<file path="config.mk">
export PLATFORM = sky130hd
export DESIGN_NAME = acesso_memoria
export DESIGN_NICKNAME = d
export VERILOG_FILES = /design/src/rtl/acesso_memoria_pkg.sv /design/src/rtl/acesso_memoria_registrador_en.sv /design/src/rtl/acesso_memoria.sv
export SDC_FILE = /design/constraint.sdc
export NUM_CORES = 1
export LEC_CHECK = 0
export ABC_AREA = 1
export CAP_MARGIN = 20
export CORE_ASPECT_RATIO = 0.5
export CORE_MARGIN = 4
export CORE_UTILIZATION = 45
export DETAILED_ROUTE_END_ITERATION = 6
export PLACE_DENSITY_LB_ADDON = 0.25
export SLEW_MARGIN = 20
export SYNTH_ARGS = -nofsm -noshare
export SYNTH_HDL_FRONTEND = slang
export SYNTH_SLANG_ARGS = --single-unit
</file>
<file path="constraint.sdc">
create_clock -name Clock -period 3.08 [get_ports Clock]
set_clock_uncertainty 0.05 [all_clocks]
set_input_delay 0.616 -clock Clock [delete_from_list [all_inputs] [get_ports Clock]]
set_output_delay 0.616 -clock Clock [all_outputs]
set_load 0.1 [all_outputs]
</file>
<file path="src/rtl/acesso_memoria_pkg.sv">
// ---------------------------------------------------------------------------
// acesso_memoria_pkg
// Shared definitions for the memory access unit of the multicycle processor:
// FSM state encoding, word width, instruction field positions and the
// default read latency. Also holds the word-alignment helper.
// ---------------------------------------------------------------------------
package acesso_memoria_pkg;

  // Memory access FSM states (2-bit encoding).
  typedef enum logic [1:0] {
    OCIOSO  = 2'd0,
    ESPERA  = 2'd1,
    CAPTURA = 2'd2,
    ESCRITA = 2'd3
  } estado_t;

  // Data path word width.
  localparam int PALAVRA = 32;

  // Instruction field positions.
  localparam int OPCODE_MSB = 31;
  localparam int OPCODE_LSB = 26;
  localparam int FUNCT_MSB  = 5;
  localparam int FUNCT_LSB  = 0;

  // Default memory read latency in cycles (legal range 1..7).
  localparam int LATENCIA_PADRAO = 2;

  // A word access is misaligned when either of the two low address bits is set.
  function automatic logic endereco_desalinhado(input logic [1:0] lsb);
    return (lsb != 2'b00);
  endfunction

endpackage

</file>
<file path="src/rtl/acesso_memoria_registrador_en.sv">
// ---------------------------------------------------------------------------
// registrador_en
// 32-bit register with load enable and asynchronous active-low clear.
// Ports:
//   Clock - rising-edge clock
//   Reset - asynchronous active-low clear (Q forced to 0)
//   En    - load enable; Q holds when low
//   D     - data in
//   Q     - registered data out
// ---------------------------------------------------------------------------
module registrador_en
  import acesso_memoria_pkg::*;
(
  input  logic               Clock,
  input  logic               Reset,
  input  logic               En,
  input  logic [PALAVRA-1:0] D,
  output logic [PALAVRA-1:0] Q
);

  // Storage element: clear on reset, load on enable, otherwise hold.
  always_ff @(posedge Clock or negedge Reset) begin
    if (!Reset) begin
      Q <= {PALAVRA{1'b0}};
    end else if (En) begin
      Q <= D;
    end else begin
      Q <= Q;
    end
  end

endmodule

</file>
<file path="src/rtl/acesso_memoria.sv">
// ---------------------------------------------------------------------------
// acesso_memoria
// Memory access unit: accepts a request from the controller, drives the
// registered address/store data to memory, waits the read latency and
// captures the returned word into the instruction register (fetch) or the
// memory data register (data load). Writes take a single strobe cycle.
//
// Optional feature: define ACESSO_ALINHAMENTO_EN to reject misaligned data
// accesses (IouD=1, address[1:0]!=0). Such a request skips memory entirely
// and completes the next cycle with Pronto=Erro=1 and no register load.
// With the macro undefined there is no check and Erro is always 0.
//
// Ports:
//   Clock, Reset       - clock (rising edge), async active-low reset
//   Req, Esc, IouD     - request, write(1)/read(0), data(1)/fetch(0)
//   PC, ULASaida       - fetch address, data address
//   DadoB              - store data
//   MemDataIn          - read data returned by memory
//   MemAddr, MemWr     - registered address and write strobe to memory
//   MemDataOut         - registered store data
//   Instr, OpCode,
//   InstrArit          - instruction register and its opcode/funct fields
//   MDR                - memory data register
//   Ocupado            - high whenever not idle
//   Pronto, Erro       - one-cycle completion / misalignment pulses
// ---------------------------------------------------------------------------
module acesso_memoria
  import acesso_memoria_pkg::*;
#(
  parameter int LATENCIA_LEITURA = LATENCIA_PADRAO
) (
  input  logic        Clock,
  input  logic        Reset,
  input  logic        Req,
  input  logic        Esc,
  input  logic        IouD,
  input  logic [31:0] PC,
  input  logic [31:0] ULASaida,
  input  logic [31:0] DadoB,
  input  logic [31:0] MemDataIn,
  output logic [31:0] MemAddr,
  output logic        MemWr,
  output logic [31:0] MemDataOut,
  output logic [31:0] Instr,
  output logic [5:0]  OpCode,
  output logic [5:0]  InstrArit,
  output logic [31:0] MDR,
  output logic        Ocupado,
  output logic        Pronto,
  output logic        Erro
);

  // ESPERA runs for counter values LATENCIA-1 down to 0, one cycle each.
  localparam logic [2:0] CARGA_CONTADOR = 3'(LATENCIA_LEITURA - 1);

  estado_t      estado_r;
  estado_t      estado_s;
  logic [2:0]   contador_r;
  logic [2:0]   contador_s;
  logic         esc_r;
  logic         ioud_r;
  logic         erro_flag_r;
  logic         erro_flag_s;
  logic         aceita_s;
  logic         desalinhado_s;
  logic [31:0]  endereco_sel_s;
  logic         carga_instr_s;
  logic         carga_mdr_s;
  logic         pronto_r;
  logic         memwr_r;
  logic         ocupado_r;
  logic         erro_r;

  assign endereco_sel_s = IouD ? ULASaida : PC;
  // Requests are only looked at while idle; anything arriving while busy is dropped.
  assign aceita_s       = (estado_r == OCIOSO) && Req;

`ifdef ACESSO_ALINHAMENTO_EN
  assign desalinhado_s = IouD && endereco_desalinhado(endereco_sel_s[1:0]);
`else
  assign desalinhado_s = 1'b0;
`endif

  // The error flag is captured with the request and kept for the CAPTURA cycle.
  assign erro_flag_s = aceita_s ? desalinhado_s : erro_flag_r;

  // Next-state and counter logic.
  always_comb begin
    estado_s   = estado_r;
    contador_s = contador_r;
    case (estado_r)
      OCIOSO: begin
        if (Req) begin
          if (desalinhado_s) begin
            estado_s   = CAPTURA;
            contador_s = 3'd0;
          end else if (Esc) begin
            estado_s   = ESCRITA;
            contador_s = 3'd0;
          end else begin
            estado_s   = ESPERA;
            contador_s = CARGA_CONTADOR;
          end
        end else begin
          estado_s   = OCIOSO;
          contador_s = contador_r;
        end
      end
      ESPERA: begin
        if (contador_r == 3'd0) begin
          estado_s   = CAPTURA;
          contador_s = 3'd0;
        end else begin
          estado_s   = ESPERA;
          contador_s = contador_r - 3'd1;
        end
      end
      CAPTURA: begin
        estado_s   = OCIOSO;
        contador_s = 3'd0;
      end
      ESCRITA: begin
        estado_s   = OCIOSO;
        contador_s = 3'd0;
      end
      default: begin
        estado_s   = OCIOSO;
        contador_s = 3'd0;
      end
    endcase
  end

  // State, counter, request attributes and registered status outputs.
  // Outputs are derived from the next state so they are aligned with it.
  always_ff @(posedge Clock or negedge Reset) begin
    if (!Reset) begin
      estado_r    <= OCIOSO;
      contador_r  <= 3'd0;
      esc_r       <= 1'b0;
      ioud_r      <= 1'b0;
      erro_flag_r <= 1'b0;
      pronto_r    <= 1'b0;
      memwr_r     <= 1'b0;
      ocupado_r   <= 1'b0;
      erro_r      <= 1'b0;
    end else begin
      estado_r    <= estado_s;
      contador_r  <= contador_s;
      esc_r       <= aceita_s ? Esc  : esc_r;
      ioud_r      <= aceita_s ? IouD : ioud_r;
      erro_flag_r <= erro_flag_s;
      pronto_r    <= (estado_s == CAPTURA) || (estado_s == ESCRITA);
      memwr_r     <= (estado_s == ESCRITA);
      ocupado_r   <= (estado_s != OCIOSO);
      erro_r      <= (estado_s == CAPTURA) && erro_flag_s;
    end
  end

  // Only a completed, error-free read loads exactly one destination register.
  assign carga_instr_s = (estado_r == CAPTURA) && !esc_r && !erro_flag_r && !ioud_r;
  assign carga_mdr_s   = (estado_r == CAPTURA) && !esc_r && !erro_flag_r &&  ioud_r;

  registrador_en u_mem_addr (
    .Clock (Clock),
    .Reset (Reset),
    .En    (aceita_s),
    .D     (endereco_sel_s),
    .Q     (MemAddr)
  );

  registrador_en u_mem_data_out (
    .Clock (Clock),
    .Reset (Reset),
    .En    (aceita_s),
    .D     (DadoB),
    .Q     (MemDataOut)
  );

  registrador_en u_instr (
    .Clock (Clock),
    .Reset (Reset),
    .En    (carga_instr_s),
    .D     (MemDataIn),
    .Q     (Instr)
  );

  registrador_en u_mdr (
    .Clock (Clock),
    .Reset (Reset),
    .En    (carga_mdr_s),
    .D     (MemDataIn),
    .Q     (MDR)
  );

  assign OpCode    = Instr[OPCODE_MSB:OPCODE_LSB];
  assign InstrArit = Instr[FUNCT_MSB:FUNCT_LSB];
  assign Pronto    = pronto_r;
  assign MemWr     = memwr_r;
  assign Ocupado   = ocupado_r;
  assign Erro      = erro_r;

endmodule

</file>
Word level (Yosys, flattened, before mapping)
Cells that the tools add are included.

cells by class
  add/subtract/negate cells = 1
  eq/ne operators = 6
  reduce and logical (&&, ||, !) cells = 14
  multiplexer cells = 10

operator list
  cell                 count
  $mux 32              1
  $pmux 3 s3           1
  $eq 2x2->1 const B   4
  $logic_and 1x1->1    6
  $mux 2               3
  $mux 3               2
  $pmux 2 s3           1
  $logic_not 1->1      3
  $logic_not 3->1      1
  $sub 3x1->3 const B  1
  $eq 2x1->1 const B   1
  $logic_not 2->1      1
  $mux 1               2
  $ne 2x2->1 const B   1
  $reduce_bool 2->1    1
  $reduce_or 2->1      1
  $logic_or 1x1->1     1

word-level totals
  bits in registers = 140

Longest topological paths before layout
  depth in word-level cells = 5
  depth in mapped cells = 7

Modules after synthesis
From an unflattened synthesis, not the netlist that was laid out.

second synthesis, totals
  cells, all modules = 717
  area, all modules = 6194.7 µm²

modules (own cells, without submodules)
  module          area each (µm²)  times used  cells each
  registrador_en  1292.5           4           136
  acesso_memoria  1024.7           1           173

Worst setup path before layout
Ideal clock, no wire load.

  path type = register -> output
  start = reg u_instr.Q[0]
  end = out InstrArit[0]
  buffers on the path = 1
  slack = 1074 ps
  cell stages (with the launch flop) = 2
  data arrival time = 1340 ps
  cell sequence = dfrtp_1 > buf_4

RTL lines
  item                    RTL line                             RTL
  start, declared         acesso_memoria_registrador_en.sv:18  output logic [PALAVRA-1:0] Q
  start signal, assigned  acesso_memoria_registrador_en.sv:24  Q <= {PALAVRA{1'b0}};
  end, declared           acesso_memoria.sv:46                 output logic [5:0] InstrArit,

No word-level cell between the ends.

Final worst setup path
  start = in Req
  end = reg u_mem_addr.Q[0]

between the ends
  longest elaborated chain between the ends = 1

ends and longest elaborated chain
  item                  RTL line                             RTL
  start, declared       acesso_memoria.sv:34                 input logic Req,
  $logic_and 1x1->1     acesso_memoria.sv:76                 assign aceita_s = (estado_r == OCIOSO) && Req;
  end signal, assigned  acesso_memoria_registrador_en.sv:24
  end, declared         acesso_memoria_registrador_en.sv:18

Every way passes these cells.
A chain may end at the register's enable or synchronous reset.

==> results.md <==
* Outcome: completed
* Commonest non-fill, non-tap cell in the layout: nand2_1
* Critical path capture point type: flip-flop
* Multi-input gate area at 0.002002 mm2
* Area grow syn2layout at 50.07%
* First-pass GRT wire length at 25.29 mm
* Post-route setup slack at 1.144 ns
* Sequential cell area at 0.003503 mm2
* Post-CTS setup buffer count at 0
* Yosys warns at 0
* Netlist cell types at 20
* Final Non-Filler Cells at 1,117
* Max-cap viol count at 0
* Flops & latches, synth at 140
* Clock transition at path regs at 0.06 ns
* GRT overflow at 0
* GRT Total Usage at 20.32%
* # IOs at 277
* Hold Crit Class: in2async
* Final Util at 70.07%
* Final net count at 1,068
* Share of cells above drive strength 1 at 24.71%
* Syn_nets at 811
* CTS tree: done
* Wirelength, routed at 15.79 mm
* Syn avg cell area at 8.871 um2
* CP Launch Type: input port
* Via count at 5,142
* Vias in the first global route at 5,144
* Placement Setup Slack at 0.7299 ns
* CTS sink count at 140
* Die Y at 89.75 um
* Setup Total Neg Slack at 0 ns
* WL per Instance at 14.13 um
* Tcrit/Tclk final at 62.85%
* Rel. slew slack at 45.85%
* Largest net degree at the start of global routing at 79
* Clock root buffer master: clkbuf_16
* Filler Cells Inserted at 1,023
* WP data required at 3.37 ns
* R2r endpoint: u_mem_addr.Q[0]
* Crit path time final at 1.936 ns
* Synth Instances at 678
* Core area at 0.01288 mm2
* # rows at 29
* Final setup viols at 0
* Flop2flop setup slack at 1.28 ns
* H-tree levels at 4
* Post-cts sizing count at 0
* Most frequent cells in the layout: nand2_1 (368), buf_4 (149), dfrtp_1 (140)
* Post-Syn Area at 0.006015 mm2
* Initial antenna violation count at 0
* Max-slew violation count at 0
* Worst Reg-to-Reg Cells at 6
* RSZ-0062 raised after global routing: no
* Clk buf depth at 2
* CP Max Fanout at 47
* Drt pass-1 iters at 4
* Residual DRC at 0
* Cts hold-fix bufs at 0
* Number of diodes at 0
* Placed insts at 1,086
* Endpoints failing hold at 0
* Critical R2R Launch: estado_r[0]
* Max Fclk at 516.6 MHz
* Placer congestion estimate at 0.7825
* CP arrival at 2.22 ns
* Starting Density at 46.69%
* Critical path class: in2reg
* Vias/cell at 4.603
* Sequential area share after synthesis at 58.25%
* Antenna-violating nets left at 0
* First DRT Iteration DRCs at 348
* Die ar. at 0.01539 mm2
* Slew @ Worst Pin at 0.8122 ns
* Hpwl dp at 11.35 mm
* Port Buffers at 276
* Die Wd at 171.5 um
* Worst-skew pair later-pin latency at 0.40 ns
* Inserted Clock Buffers at 17
-- critical path, stage by stage --
cell             delay, ns
clkdlybuf4s50_1       0.52
nand2_4               0.25
inv_2                 0.38
buf_12                0.27
nand2_1               0.09
nand2_1               0.06
-- stage by stage --
stage	cell area [um2]	hold WS (ns)
detailed placement	8357	0.4170
finish	9026	0.1664
CTS	9026	0.2181
global route	9026	0.2322
floorplan	6015	0.2704
global placement	8357	0.4144
-- flip-flops by register name, summed over array words and instances (netlist names) --
name and cells:
contador_r 3, u_instr.Q 32, Ocupado 1, u_mdr.Q 32, Erro 1, Pronto 1, estado_r 2, u_mem_data_out.Q 32
MemWr 1, ioud_r 1, esc_r 1, erro_flag_r 1, u_mem_addr.Q 32
-- synthesized netlist by cell type (all sizes together) --
library cell,n,share of area (%)
a21boi,1,0.12
buf,41,5.6
clkbuf,4,0.25
dfrtp,140,58
inv,42,2.6
nand2,369,23
nand3,1,0.29
nand3b,1,0.33
nand4,1,0.10
nor2,9,0.85
nor3,1,0.083
o21ai,68,8.3
-- kinds of logic (layout without fill, tap and decap cells) --
| family | after synthesis | after routing | synth area share, % |
|---|---|---|---|
| AO/OA/AOI/OAI | 69 | 69 | 8.467 |
| buffers and inverters | 87 | 356 | 8.467 |
| flip-flops | 140 | 140 | 58.25 |
| AND/OR/NAND/NOR | 382 | 382 | 24.82 |
-- final cells by class --
cell class | instances | share of cell area (%)
clock buffers | 17 | 4.713
clock inverters | 14 | 2.703
inverters | 42 | 1.747
multi-input cells | 451 | 22.18
flip-flops and latches | 140 | 38.81
well taps | 170 | 2.357
repair buffers | 283 | 27.49
-- per-layer routing --
| layer | track usage [%] | wire, um | vias to the layer above | part of all wire [%] |
|---|---|---|---|---|
| met5 | 0 | 0 | - | 0 |
| met4 | 8.108 | 395 | 0 | 2.5 |
| met3 | 6.617 | 1289 | 28 | 8.2 |
| met2 | 34.42 | 7783 | 182 | 49 |
| met1 | 23.93 | 6320 | 2363 | 40 |
| li1 | - | - | 2569 | - |
-- how the worst max path moves through the flow --
stage | slack [ns] | start | end
finish | 1.14 | Req | u_mem_addr.Q[0]
global route | 1.04 | Req | u_mem_addr.Q[22]
CTS | 1.14 | Req | u_mem_data_out.Q[11]
detailed placement | 0.73 | Req | u_mem_data_out.Q[18]
global placement | 0.78 | Req | Erro
floorplan | 1.07 | u_instr.Q[0] | InstrArit[0]
Power is left out: the tool's default activity adds up to more than one toggle a clock period on the data nets, which glitch-free logic cannot reach.
